`src/rtl/key_event_decoder.sv`:
```
// Purpose : classify a debounced key into short / long / auto-repeat / double-click events.
// Latency : every output is registered; a pulse rises on the same clk edge as its triggering FSM transition.
// Backpr. : none; free-running and driven purely by the key level, outputs cannot be stalled.
//
// Ports:
//   clk          system clock, all state changes on its rising edge
//   rst_n        synchronous active-low reset
//   key_in       debounced key level, 0 = pressed, 1 = released
//   short_pulse  one-cycle pulse for a completed short press
//   long_pulse   one-cycle pulse when a press reaches LONG_TIME cycles
//   repeat_pulse one-cycle pulse every REPEAT_TIME cycles while a long press is held
//   double_pulse one-cycle pulse for a completed double click (constant 0 without the macro)
//   key_held     level, high while in PRESS, HOLD or PRESS2
//
// Build option: define KEY_DOUBLE_CLICK_EN to add double-click detection (WAIT2/PRESS2).
// With it, a short press is only reported once the DCLICK_TIME window has expired.

module key_event_decoder #(
  parameter int LONG_TIME   = 50_000_000,
  parameter int REPEAT_TIME = 10_000_000,
  parameter int DCLICK_TIME = 15_000_000
) (
  input  logic clk,
  input  logic rst_n,
  input  logic key_in,
  output logic short_pulse,
  output logic long_pulse,
  output logic repeat_pulse,
  output logic double_pulse,
  output logic key_held
);

  // One counter is shared by all timed states, so it is sized for the longest interval.
  localparam int MAX_LR = (LONG_TIME > REPEAT_TIME) ? LONG_TIME : REPEAT_TIME;
  localparam int MAX_T  = (MAX_LR > DCLICK_TIME) ? MAX_LR : DCLICK_TIME;
  localparam int CNT_W  = (MAX_T > 1) ? $clog2(MAX_T) : 1;

  localparam logic [CNT_W-1:0] LONG_LAST   = CNT_W'(LONG_TIME - 1);
  localparam logic [CNT_W-1:0] REPEAT_LAST = CNT_W'(REPEAT_TIME - 1);
`ifdef KEY_DOUBLE_CLICK_EN
  localparam logic [CNT_W-1:0] DCLICK_LAST = CNT_W'(DCLICK_TIME - 1);
`endif

  typedef enum logic [2:0] {
    S_IDLE   = 3'd0,
    S_PRESS  = 3'd1,
    S_HOLD   = 3'd2
`ifdef KEY_DOUBLE_CLICK_EN
    ,
    S_WAIT2  = 3'd3,
    S_PRESS2 = 3'd4
`endif
  } state_t;

  state_t           r_state;
  logic [CNT_W-1:0] r_cnt;
  logic             r_key_d;
  logic             r_short;
  logic             r_long;
  logic             r_repeat;
  logic             r_key_held;
`ifdef KEY_DOUBLE_CLICK_EN
  logic             r_double;
`endif

  // r_key_d resets to 0, so a key held low across reset release never looks like a fresh press.
  logic w_press_edge;
  logic w_release;
  assign w_press_edge = r_key_d & ~key_in;
  assign w_release    = key_in;

  always_ff @(posedge clk) begin
    if (!rst_n) begin
      r_state    <= S_IDLE;
      r_cnt      <= '0;
      r_key_d    <= 1'b0;
      r_short    <= 1'b0;
      r_long     <= 1'b0;
      r_repeat   <= 1'b0;
      r_key_held <= 1'b0;
`ifdef KEY_DOUBLE_CLICK_EN
      r_double   <= 1'b0;
`endif
    end else begin
      r_key_d  <= key_in;
      // Pulses are high only on the edge that performs their transition.
      r_short  <= 1'b0;
      r_long   <= 1'b0;
      r_repeat <= 1'b0;
`ifdef KEY_DOUBLE_CLICK_EN
      r_double <= 1'b0;
`endif
      case (r_state)
        S_IDLE: begin
          if (w_press_edge) begin
            r_state    <= S_PRESS;
            r_cnt      <= '0;
            r_key_held <= 1'b1;
          end
        end

        S_PRESS: begin
          // Release wins over the long threshold: long needs the key still down.
          if (w_release) begin
`ifdef KEY_DOUBLE_CLICK_EN
            r_state    <= S_WAIT2;
`else
            r_state    <= S_IDLE;
            r_short    <= 1'b1;
`endif
            r_cnt      <= '0;
            r_key_held <= 1'b0;
          end else if (r_cnt == LONG_LAST) begin
            r_state <= S_HOLD;
            r_cnt   <= '0;
            r_long  <= 1'b1;
          end else begin
            r_cnt <= r_cnt + CNT_W'(1);
          end
        end

        S_HOLD: begin
          // Ending a long press is silent.
          if (w_release) begin
            r_state    <= S_IDLE;
            r_cnt      <= '0;
            r_key_held <= 1'b0;
          end else if (r_cnt == REPEAT_LAST) begin
            r_cnt    <= '0;
            r_repeat <= 1'b1;
          end else begin
            r_cnt <= r_cnt + CNT_W'(1);
          end
        end

`ifdef KEY_DOUBLE_CLICK_EN
        S_WAIT2: begin
          // A second press on the timeout cycle still counts as a double click.
          if (w_press_edge) begin
            r_state    <= S_PRESS2;
            r_cnt      <= '0;
            r_key_held <= 1'b1;
          end else if (r_cnt == DCLICK_LAST) begin
            r_state <= S_IDLE;
            r_cnt   <= '0;
            r_short <= 1'b1;
          end else begin
            r_cnt <= r_cnt + CNT_W'(1);
          end
        end

        S_PRESS2: begin
          // No timing here: the second click never turns into a long press.
          if (w_release) begin
            r_state    <= S_IDLE;
            r_cnt      <= '0;
            r_key_held <= 1'b0;
            r_double   <= 1'b1;
          end
        end
`endif

        default: begin
          r_state    <= S_IDLE;
          r_cnt      <= '0;
          r_key_held <= 1'b0;
        end
      endcase
    end
  end

  assign short_pulse  = r_short;
  assign long_pulse   = r_long;
  assign repeat_pulse = r_repeat;
  assign key_held     = r_key_held;
`ifdef KEY_DOUBLE_CLICK_EN
  assign double_pulse = r_double;
`else
  assign double_pulse = 1'b0;
`endif

endmodule
```
`config.mk`:
```
export PLATFORM = sky130hd
export DESIGN_NAME = key_event_decoder
export DESIGN_NICKNAME = d
export VERILOG_FILES = /design/src/rtl/key_event_decoder.sv
export SDC_FILE = /design/constraint.sdc
export NUM_CORES = 1
export LEC_CHECK = 0
export ABC_AREA = 1
export CAP_MARGIN = 10
export CORE_AREA = 2 2 75 77
export CTS_BUF_LIST = sky130_fd_sc_hd__clkbuf_2
export CTS_CLUSTER_SIZE = 8
export DETAILED_ROUTE_END_ITERATION = 7
export DIE_AREA = 0 0 77 79
export PLACE_DENSITY = 0.62
export SYNTH_ARGS = -nofsm -noshare
export SYNTH_HDL_FRONTEND = slang
export SYNTH_SLANG_ARGS = --single-unit
```
`constraint.sdc`:
```
create_clock -name clk -period 2 [get_ports clk]
set_input_delay 0.4 -clock clk [delete_from_list [all_inputs] [get_ports clk]]
set_output_delay 0.4 -clock clk [all_outputs]
set_load 0.1 [all_outputs]
```
; Word-level counts from Yosys, hierarchy flattened
; Index checks and enable logic that the tools add are counted.
[op_classes]
addsub = 1
n_eq_ne = 8
mux = 17
bitwise_logic = 5
reduce_logical = 7
[op_table]
columns = cell, count
row1 = 2-to-1 mux 26 bit, 5
row2 = case mux 26 bit (3 select lines), 1
row3 = "adder 26 x 1 -> 26 bit, second input constant", 1
row4 = "equality test 26 x 24 -> 1 bit, second input constant", 1
row5 = "equality test 26 bit, second input constant", 1
row6 = 2-to-1 mux 3 bit, 4
row7 = case mux 3 bit (3 select lines), 1
row8 = OR reduction 3 bit, 2
row9 = 2-to-1 mux 1 bit, 5
row10 = "!= test 2 bit, second input constant", 2
row11 = inverter 1 bit, 4
row12 = AND reduction 2 bit, 2
row13 = "equality test 3 x 1 -> 1 bit, second input constant", 1
row14 = "equality test 3 x 2 -> 1 bit, second input constant", 1
row15 = logical NOT 3 bit, 1
row16 = "!= test 3 bit, second input constant", 1
row17 = AND reduction 3 bit, 1
row18 = "!= test 2 x 1 -> 1 bit, second input constant", 1
row19 = case mux 1 bit (2 select lines), 1
row20 = OR reduction 2 bit, 1
row21 = bitwise AND 1 bit, 1
[totals]
register_bits = 34
in_bits = 3
output_inout_bits = 5
word_cells = 45

; Logic depth before layout (Yosys ltp)
; Gate-level depths: netlist of the first run.
[depth]
ltp_word = 4
mapped_depth = 13
ltp_nobuf = 12

; Least setup slack after synthesis of the first run
; No wires, ideal clock.
[synth_path]
kind = register -> register
from = register r_cnt[0]
to = register r_cnt[4]
setup_time_ps = 117
arrival_ps = 1428
t_required_ps = 1883
path_slack_ps = 455
path_stages_with_launch = 14
n_path_buf = 1
period_less_slack_ps = 1545
path_cell_list = dfxtp_1 -> ha_1 -> nand2_1 -> nor2_1 -> nand2_2 -> nor2_1 -> nand2_1 -> nand2_2 -> nand2_4 -> nand2_2 -> nand2_2 -> nand2_4 -> buf_8 -> nor2_1
[synth_via]
elab_chain_cells = 4
word_cells_on_any_way = 8
classes_between = 1 x add/sub / 2 x eq/ne / 5 x mux
[synth_rtl]
columns = element, line
row1 = "start, declared", 56  ; logic [CNT_W-1:0] r_cnt;
row2 = "start signal, assigned", 118  ; r_cnt <= r_cnt + CNT_W'(1);
row3 = "start signal, assigned", 132  ; r_cnt <= r_cnt + CNT_W'(1);
row4 = adder 26 x 1 -> 26 bit (tied with other cells), "118, 132"
row5 = 2-to-1 mux 26 bit (on tied branches), "128, 113"
row6 = 2-to-1 mux 26 bit (on tied branches), "124, 104"
row7 = case mux 26 bit (3 select lines) (*), 93  ; case (r_state)
; Mark *: on every way between the ends. The rest lies on a longest branch, timed or not.
; A chain may end at the register's enable or synchronous reset.

; Worst setup path after layout of the first run
[layout_path]
from = register r_cnt[0]
to = register r_cnt[22]
; The elaborated chain is that of the path after synthesis.

==> results of run 1 <==
## sequential cells by signal, summed over array words and instances (netlist names)
signal / flops
r_key_d: 1
long_pulse: 1
r_cnt: 26
r_state: 2
key_held: 1
repeat_pulse: 1
short_pulse: 1
## cell type report
cell class | count | share of cell area, %
Multi-Input combinational cell | 216 | 50.1
Sequential cell | 33 | 31.1
Inverter | 40 | 7.05
Timing Repair Buffer | 16 | 5.88
Tap cell | 72 | 4.23
Clock buffer | 6 | 1.41
Clock inverter | 1 | 0.176
## critical path: cells and delay by family (launching register included)
family | cells | cell delay (ns)
adders and majority gates | 1 | 0.16
DFF | 1 | 0.38
and+or+nand+nor | 11 | 1.14
## cell families (layout without fill, tap and decap cells)
logic type      after synthesis  count (layout)
compound gates               17              17
buf+inv                      44              63
xor+xnor                     12              12
fa+ha+maj                     4               4
simple gates                182             182
flops                        33              33
other cells                   1               1
## placed cells by master, fill, tap and decap left out
master                            synthesis  layout
sky130_fd_sc_hd__dfxtp_1                 33      31
sky130_fd_sc_hd__buf_4                    2      14
sky130_fd_sc_hd__nand2_2                  7       7
sky130_fd_sc_hd__nor4_1                   4       4
sky130_fd_sc_hd__clkdlybuf4s50_1          0       2
sky130_fd_sc_hd__or2_2                    1       1
sky130_fd_sc_hd__inv_2                    1       2
sky130_fd_sc_hd__o22ai_1                  1       1
sky130_fd_sc_hd__ha_1                     4       4
sky130_fd_sc_hd__nor2_1                  71      71
sky130_fd_sc_hd__nand2_8                  0       1
sky130_fd_sc_hd__xnor2_1                  4       4
sky130_fd_sc_hd__nand4_1                  9       9
sky130_fd_sc_hd__nor2_2                   1       1
sky130_fd_sc_hd__inv_1                   39      38
sky130_fd_sc_hd__nor3_1                   5       5
sky130_fd_sc_hd__a21oi_1                  8       8
sky130_fd_sc_hd__clkinv_1                 0       1
sky130_fd_sc_hd__o31ai_1                  1       1
sky130_fd_sc_hd__o21ai_0                  5       5
sky130_fd_sc_hd__nand3_1                 23      23
sky130_fd_sc_hd__nand2_4                  2       1
sky130_fd_sc_hd__clkbuf_2                 0       6
sky130_fd_sc_hd__nand3b_1                 2       2
sky130_fd_sc_hd__xor2_1                   8       8
sky130_fd_sc_hd__nand2_1                 56      56
sky130_fd_sc_hd__conb_1                   1       1
sky130_fd_sc_hd__dfxtp_2                  0       2
sky130_fd_sc_hd__o221a_2                  1       1
sky130_fd_sc_hd__a21o_1                   1       1
sky130_fd_sc_hd__nor3_2                   1       1
## Yosys cell counts, drive strengths merged
cell type	number	area, um2
conb	1	3.75
a21oi	8	40.0
or2	1	6.26
ha	4	50.1
xor2	8	70.1
buf	4	35.0
nand3b	2	15.0
o31ai	1	7.51
a21o	1	7.51
xnor2	4	35.0
o221a	1	11.3
nor3	6	35.0
nor4	4	25.0
o22ai	1	6.26
o21ai	5	25.0
nand3	23	115
nand2	65	277
nand4	9	56.3
inv	40	150
nor2	72	273
dfxtp	33	661
## power by group
group | total, mW | internal, mW | leakage, nW | switching [mW]
combinational | 0.263 | 0.0704 | 0.485 | 0.193
sequential | 0.675 | 0.669 | 0.267 | 0.00571
clock | 0.314 | 0.0816 | 0.0265 | 0.232
total | 1.25 | 0.821 | 0.779 | 0.431
## repair_timing
item	4_1_cts	5_1_grt
gates resized for setup	0	4
buffers inserted	0	0
hold endpoints to repair	0	0
setup endpoints to repair	0	21
## through the flow
step,instance area [um2],setup slack [ns]
2_1_floorplan,1900,0.455
3_3_place_gp,2080,0.127
3_5_place_dp,2080,0.110
4_1_cts,2120,0.165
5_1_grt,2130,0.00898
6_report,2130,0.209
## worst paths after layout
path         startpoint   endpoint  slack (ns)  depth (start not counted)
max            r_cnt[0]  r_cnt[22]        0.21                         12
min            r_cnt[1]   r_cnt[1]        0.49                          2
max reg2reg    r_cnt[0]  r_cnt[22]        0.21                         12
min reg2reg    r_cnt[1]   r_cnt[1]        0.49                          2
## layer usage
layer | share of wire, % | vias up | global-route usage [%]
met2 | 45 | 53 | 29.6
li1 | - | 956 | -
met4 | 2.3 | 0 | 5.89
met3 | 5.6 | 10 | 4.66
met5 | 0 | - | 0
met1 | 47 | 854 | 21.9
==> summary.md, run 1 <==
The per-cell routed wire length is 12.9 um, and the via density per instance is 4.88. The clock input transition at the sequential cells of the worst setup and hold paths came out at 0.17 ns. The first detailed-routing pass took 5 iterations. The maximum net fanout on the critical path came out at 16. Setup violations remaining at the end of the flow were counted as 0. The clock latency on the worst-skew pair was 0.39 ns; the number of placed instances with taps included was 377.

Walking the worst path, the cells encountered are ha_1, nand2_1, nor2_1, nand2_2, nor2_1, nand2_1, nand2_2, nand2_4, nand2_2, nand2_2, nand2_8, nor2_1. In this run the power density over the cells is 588 mW/mm2. On the critical path, the stage with the largest delay is an instance of sky130_fd_sc_hd__dfxtp_2. The number of clock buffers added by TritonCTS is 5. The initial core utilization was 35.7%; the adder-cell share of the synthesized area was 2.63%.

During I/O placement, the number of pins put on the boundary was 8. The net count after synthesis is 300, and the worst vdd rail ir drop is 0.201 mV. The die is 77 um wide. The highest clock frequency the design can meet was 558 MHz. TritonCTS built the clock tree. After detailed routing, the number of remaining DRC violations is 0. At the worst endpoint, the required time is 2.28 ns. Remaining antenna violation count after routing: 0. The clock period could shrink to 1.79 ns. The H-tree was split into 2 levels.

The count of final max-slew check failures was 0. The post-synthesis register bit count is 33. The die is 79 um tall.

The cell type with the highest occurrence count on the critical path is sky130_fd_sc_hd__nand2_2. For this run the aggregate overflow at the end of global routing stands at 0. Number of vias after detailed routing: 1873.

By area, the combinational part of the netlist is dominated by simple AND/OR/NAND/NOR gates. Summing the areas of all and, or, nand and nor instances in the mapped netlist gives 42.1% of the synthesized area. The total area of multi-input combinational cells is 0.00107 mm2, and the mux contribution to synthesized area is 0%.

On the final layout, the worst hold slack is 0.495 ns. For the number of antenna violations at the first check in global routing, the log shows 0. In this run the clock root is driven by a sky130_fd_sc_hd__clkbuf_2. From synthesis to final layout, the design area changed by 11.8%. The tools report the setup total negative slack as 0 ns. The total count of hold-check failures in the final report is 0, and the final instance count without filler cells is 384. The type of the worst setup path is reg -> reg.

Summing the areas of all compound-gate instances in the mapped netlist gives 5.12% of the synthesized area. The detailed-placement wirelength estimate was 3760 um. STA classifies the critical path endpoint as a register. After detailed routing, the total wire length is 4970 um. Entering global routing, the biggest net connects 17 pins. The tools report the final antenna diode count as 0.

The critical path launch point type is a register. The floorplan step defined a core boundary enclosing 0.00534 mm2. The first global-routing pass estimated 8450 um of wire. STA puts the critical path data arrival time at 2.07 ns. The synthesized netlist devotes 5.52% of its cell area to XOR and XNOR gates. The run finished with clean final reports. During synthesis, Yosys emitted a total of 0 warnings.

The tool flagged a number of max-cap violations equal to 0. Each instance of the synthesized netlist takes up on average 6.50 um2. The number of fill cells in the layout was 614; the final cycle utilization of the critical path was 89.5%.

The number of global-route vias before repair was 1807. The sequential cells in the finished layout cover a total of 663 um2. The clock passes through at most 2 buffers.

The congestion estimate from routability-driven global placement came to 0.983. Global routing consumed, over all layers together, 17.6% of the routing resources. The floorplan step defined a die boundary enclosing 0.00608 mm2. Total power for the finished layout comes to 1.25 mW. For the final database, setup skew stands at 0.0269 ns. Input and output buffers added on the ports amount to 6. In this run, the number of DRC markers left after iteration 0 of detailed routing was 113. In this design, the stage delay of the slowest critical-path cell is 0.38 ns. At the end of the flow, the number of nets in the layout was 319. For the post-synth design cell area, the log shows 0.00190 mm2. For this run, the share of the core covered by cells in the final layout is 39.9%. For the post-cts hold buffer count, the log shows 0. Of the cells placed in the final design, the portion with a size suffix greater than 1 is 11.9%. Clock tree synthesis found a total of 33 sinks.

The floorplan has 27 rows. The run gives 34.7% as the part of the Yosys area used for sequential elements. In this run the worst hold path is classified as reg -> reg.

The tools report the number of library cell types mapped by synthesis as 28. The logs give 0.779 nW for the leakage dissipation and 293 for the instance count of the mapped netlist. Setup repair after global routing left no endpoint under its margin.
Note: power is estimated with default switching activity, not from simulation.
==> run 2, diff against run 1 <==
PLACE_DENSITY = default   (was 0.62)
PLACE_DENSITY_LB_ADDON = 0.1   (was default)
==> summary.md, run 2 (synthesis results as in run 1) <==
The via density per instance was 4.76; the number of buffers added for setup after CTS was 0. Global routing consumed, over all layers together, 18.3% of the routing resources. The run gives 0.38 ns as the clock latency on the worst-skew pair.

The tree built by TritonCTS fans out to 33 sinks. The first TritonRoute pass finished after 4 iterations. The number of H-tree branching levels was 2. The number of antenna violations at the first check in global routing was 0; the maximum net fanout on the critical path was 6. The tools report the wire length of the first global-routing pass as 8630 um. The number of global-route vias before repair was 1809. The number of cells on the worst reg-to-reg path is 12. The setup total negative slack was 0 ns; the routability congestion estimate from global placement was 0.993.

In this run the standard cell core region covers 0.00534 mm2. On the critical path the largest part of the delay comes from simple AND/OR/NAND/NOR gates. For this configuration, the core starts out at a cell density of 35.7%.

The detailed router placed 1843 vias in this run. I/O pin count: 8. The final critical path takes up 91.5% of the cycle. By startpoint and endpoint, the worst setup path is classified as reg -> reg. The maximum buffer depth of the clock tree was 2. Setup repair after global routing left no endpoint under its margin. The vertical die dimension was 79 um; the area of the die was 0.00608 mm2.

The number of clock buffers added by TritonCTS is 5. Global routing finished with a remaining overflow of 0. The sum of buffers and inverters on the critical path was 1. The flow ran to the end, and the final reports show no timing, DRC or antenna violations. Between clock sinks in the finished design, the worst skew comes to 0.0236 ns.

On the worst path, the slowest cell contributes a delay of 0.40 ns. The signal arrival time at the worst endpoint is 2.09 ns. The leakage dissipation is 0.793 nW. Among all stages on the critical path, the largest delay is contributed by sky130_fd_sc_hd__dfxtp_1. The register with the most flip-flops is r_cnt. After detailed routing, the average wire length per cell comes to 13.3 um. Counting stages on the worst path, the most repeated cell is sky130_fd_sc_hd__nand2_2.

The routed wire length was 5130 um; the placement row count was 27. The worst path in the final design needs a cycle of 1.83 ns, including I/O delays and setup. The number of fill cells in the layout is 633. Measured along the x axis, the die boundary spans 77 um. The register with the most flip-flops in the layout has 26 of them. The library cell used most frequently in the layout, excluding fill and tap cells, is sky130_fd_sc_hd__nor2_1. The tools report the worst vdd rail ir drop as 0.243 mV. TritonCTS built the clock tree.

The worst setup path is captured at a register. The top cell types in the final layout, fill and taps aside, are sky130_fd_sc_hd__nor2_1, sky130_fd_sc_hd__nand2_1, sky130_fd_sc_hd__inv_1. The largest net degree at the start of global routing came out at 17. The count of input and output buffers was 6. Detailed-placement wirelength estimate: 4060 um.

Timing would allow up to 546 MHz. Count of cell instances traversed by the critical path: 12. The number of setup violations in the final report is 0, and the share of layout cells above drive strength 1 is 13.0%. The post-synthesis to final-layout area growth was 13.0%; the number of max-capacitance violations reported was 0. The tools report the remaining antenna violation count after routing as 0.

The hold path depth came out at 2. The number of resized instances in the post-cts repair step was 0. In the final layout, the registers with the most flip-flops are r_cnt: 26 flops, r_state: 2 flops. After the first detailed-routing iteration, the DRC count stood at 83. Number of nets in the final layout: 321.

The run gives 0 as the total count of hold-check failures in the final report. Traced cell by cell, the critical path runs through ha_1, nand2_1, nor2_1, nand2_2, nor2_1, nand2_1, nand2_2, nand2_4, nand2_2, nand2_2, inv_2, nor2_1. The tools report the detailed-route DRC error count as 0.

STA classifies the critical path startpoint as a register. Final core area utilization: 40.3%. The cell sitting at the root of the clock tree is a sky130_fd_sc_hd__clkbuf_2. Clock-pin slew was measured on the worst setup and hold paths at 0.19 ns. The number of hold buffers added after CTS was 0. Count of final max-slew check failures: 0. STA puts the critical path data required time at 2.26 ns. Worst min-delay path category: reg -> reg. The repair_antennas step left the layout with diodes totalling 0.

For this design the ratio of total power to cell area is 581 mW/mm2.
[run 2: cell count changes in the layout (fill, tap and decap cells not counted), sizes merged]
| cell | previous run | this run |
|---|---|---|
| clkinv | 1 | 2 |
| buf | 14 | 16 |
[run 2: routing by layer]
metal / wire length (um) / part of all wire (%) / GRT usage (%) / vias to the layer above
li1: - / - / - / 965
met1: 2440 / 47 / 23.5 / 821
met2: 2320 / 45 / 29.6 / 46
met3: 243 / 4.7 / 4.09 / 11
met4: 134 / 2.6 / 8.04 / 0
met5: 0 / 0 / 0 / -
[run 2: final cells by class]
cell class	instances	area (um2)	share of cell area [%]
sequential	33	662	30.8
multi-input combinational	216	1070	49.7
inverter	40	150	6.98
clock inverter	2	10.0	0.465
timing repair buffer	18	140	6.51
clock buffer	6	30.0	1.40
tap	72	90.1	4.19
[run 2: final timing paths]
path	start	to	slack, ns
hold / removal	r_cnt[1]	r_cnt[1]	0.50
setup reg to reg	r_cnt[0]	r_cnt[11]	0.17
hold reg to reg	r_cnt[1]	r_cnt[1]	0.50
setup / recovery	r_cnt[0]	r_cnt[11]	0.17
[run 2: worst reg2reg max path, cell delays in order, from the launching register on]
cell,delay [ns]
sky130_fd_sc_hd__dfxtp_1,0.40
sky130_fd_sc_hd__ha_1,0.19
sky130_fd_sc_hd__nand2_1,0.12
sky130_fd_sc_hd__nor2_1,0.14
sky130_fd_sc_hd__nand2_2,0.11
sky130_fd_sc_hd__nor2_1,0.12
sky130_fd_sc_hd__nand2_1,0.11
sky130_fd_sc_hd__nand2_2,0.12
sky130_fd_sc_hd__nand2_4,0.08
sky130_fd_sc_hd__nand2_2,0.06
sky130_fd_sc_hd__nand2_2,0.09
sky130_fd_sc_hd__inv_2,0.14
sky130_fd_sc_hd__nor2_1,0.05
[run 2: through the flow]
stage | hold slack, ns | cell area, um2 | cells | power [mW] | setup WS [ns]
after global placement | 0.479 | 2100 | 379 | 0.942 | 0.0194
after CTS | 0.512 | 2140 | 387 | 1.27 | 0.118
after detailed placement | 0.488 | 2100 | 379 | 0.941 | 0.0297
after global routing | 0.531 | 2150 | 387 | 1.32 | 0.00457
after floorplan | 0.458 | 1900 | 293 | 0.879 | 0.455
final | 0.500 | 2150 | 387 | 1.25 | 0.169
[run 2: report_power, final]
| part | switching [mW] | total (mW) | internal [mW] | leakage (nW) |
|---|---|---|---|---|
| Clock | 0.228 | 0.316 | 0.0879 | 0.0327 |
| Sequential | 0.00610 | 0.675 | 0.669 | 0.267 |
| Combinational | 0.189 | 0.259 | 0.0698 | 0.493 |
==> run 3, diff against run 2 <==
CTS_CLUSTER_DIAMETER = 40   (was default)
==> results of run 3 <==
No change in the layout: final DEF, timing and power equal those of run 2.
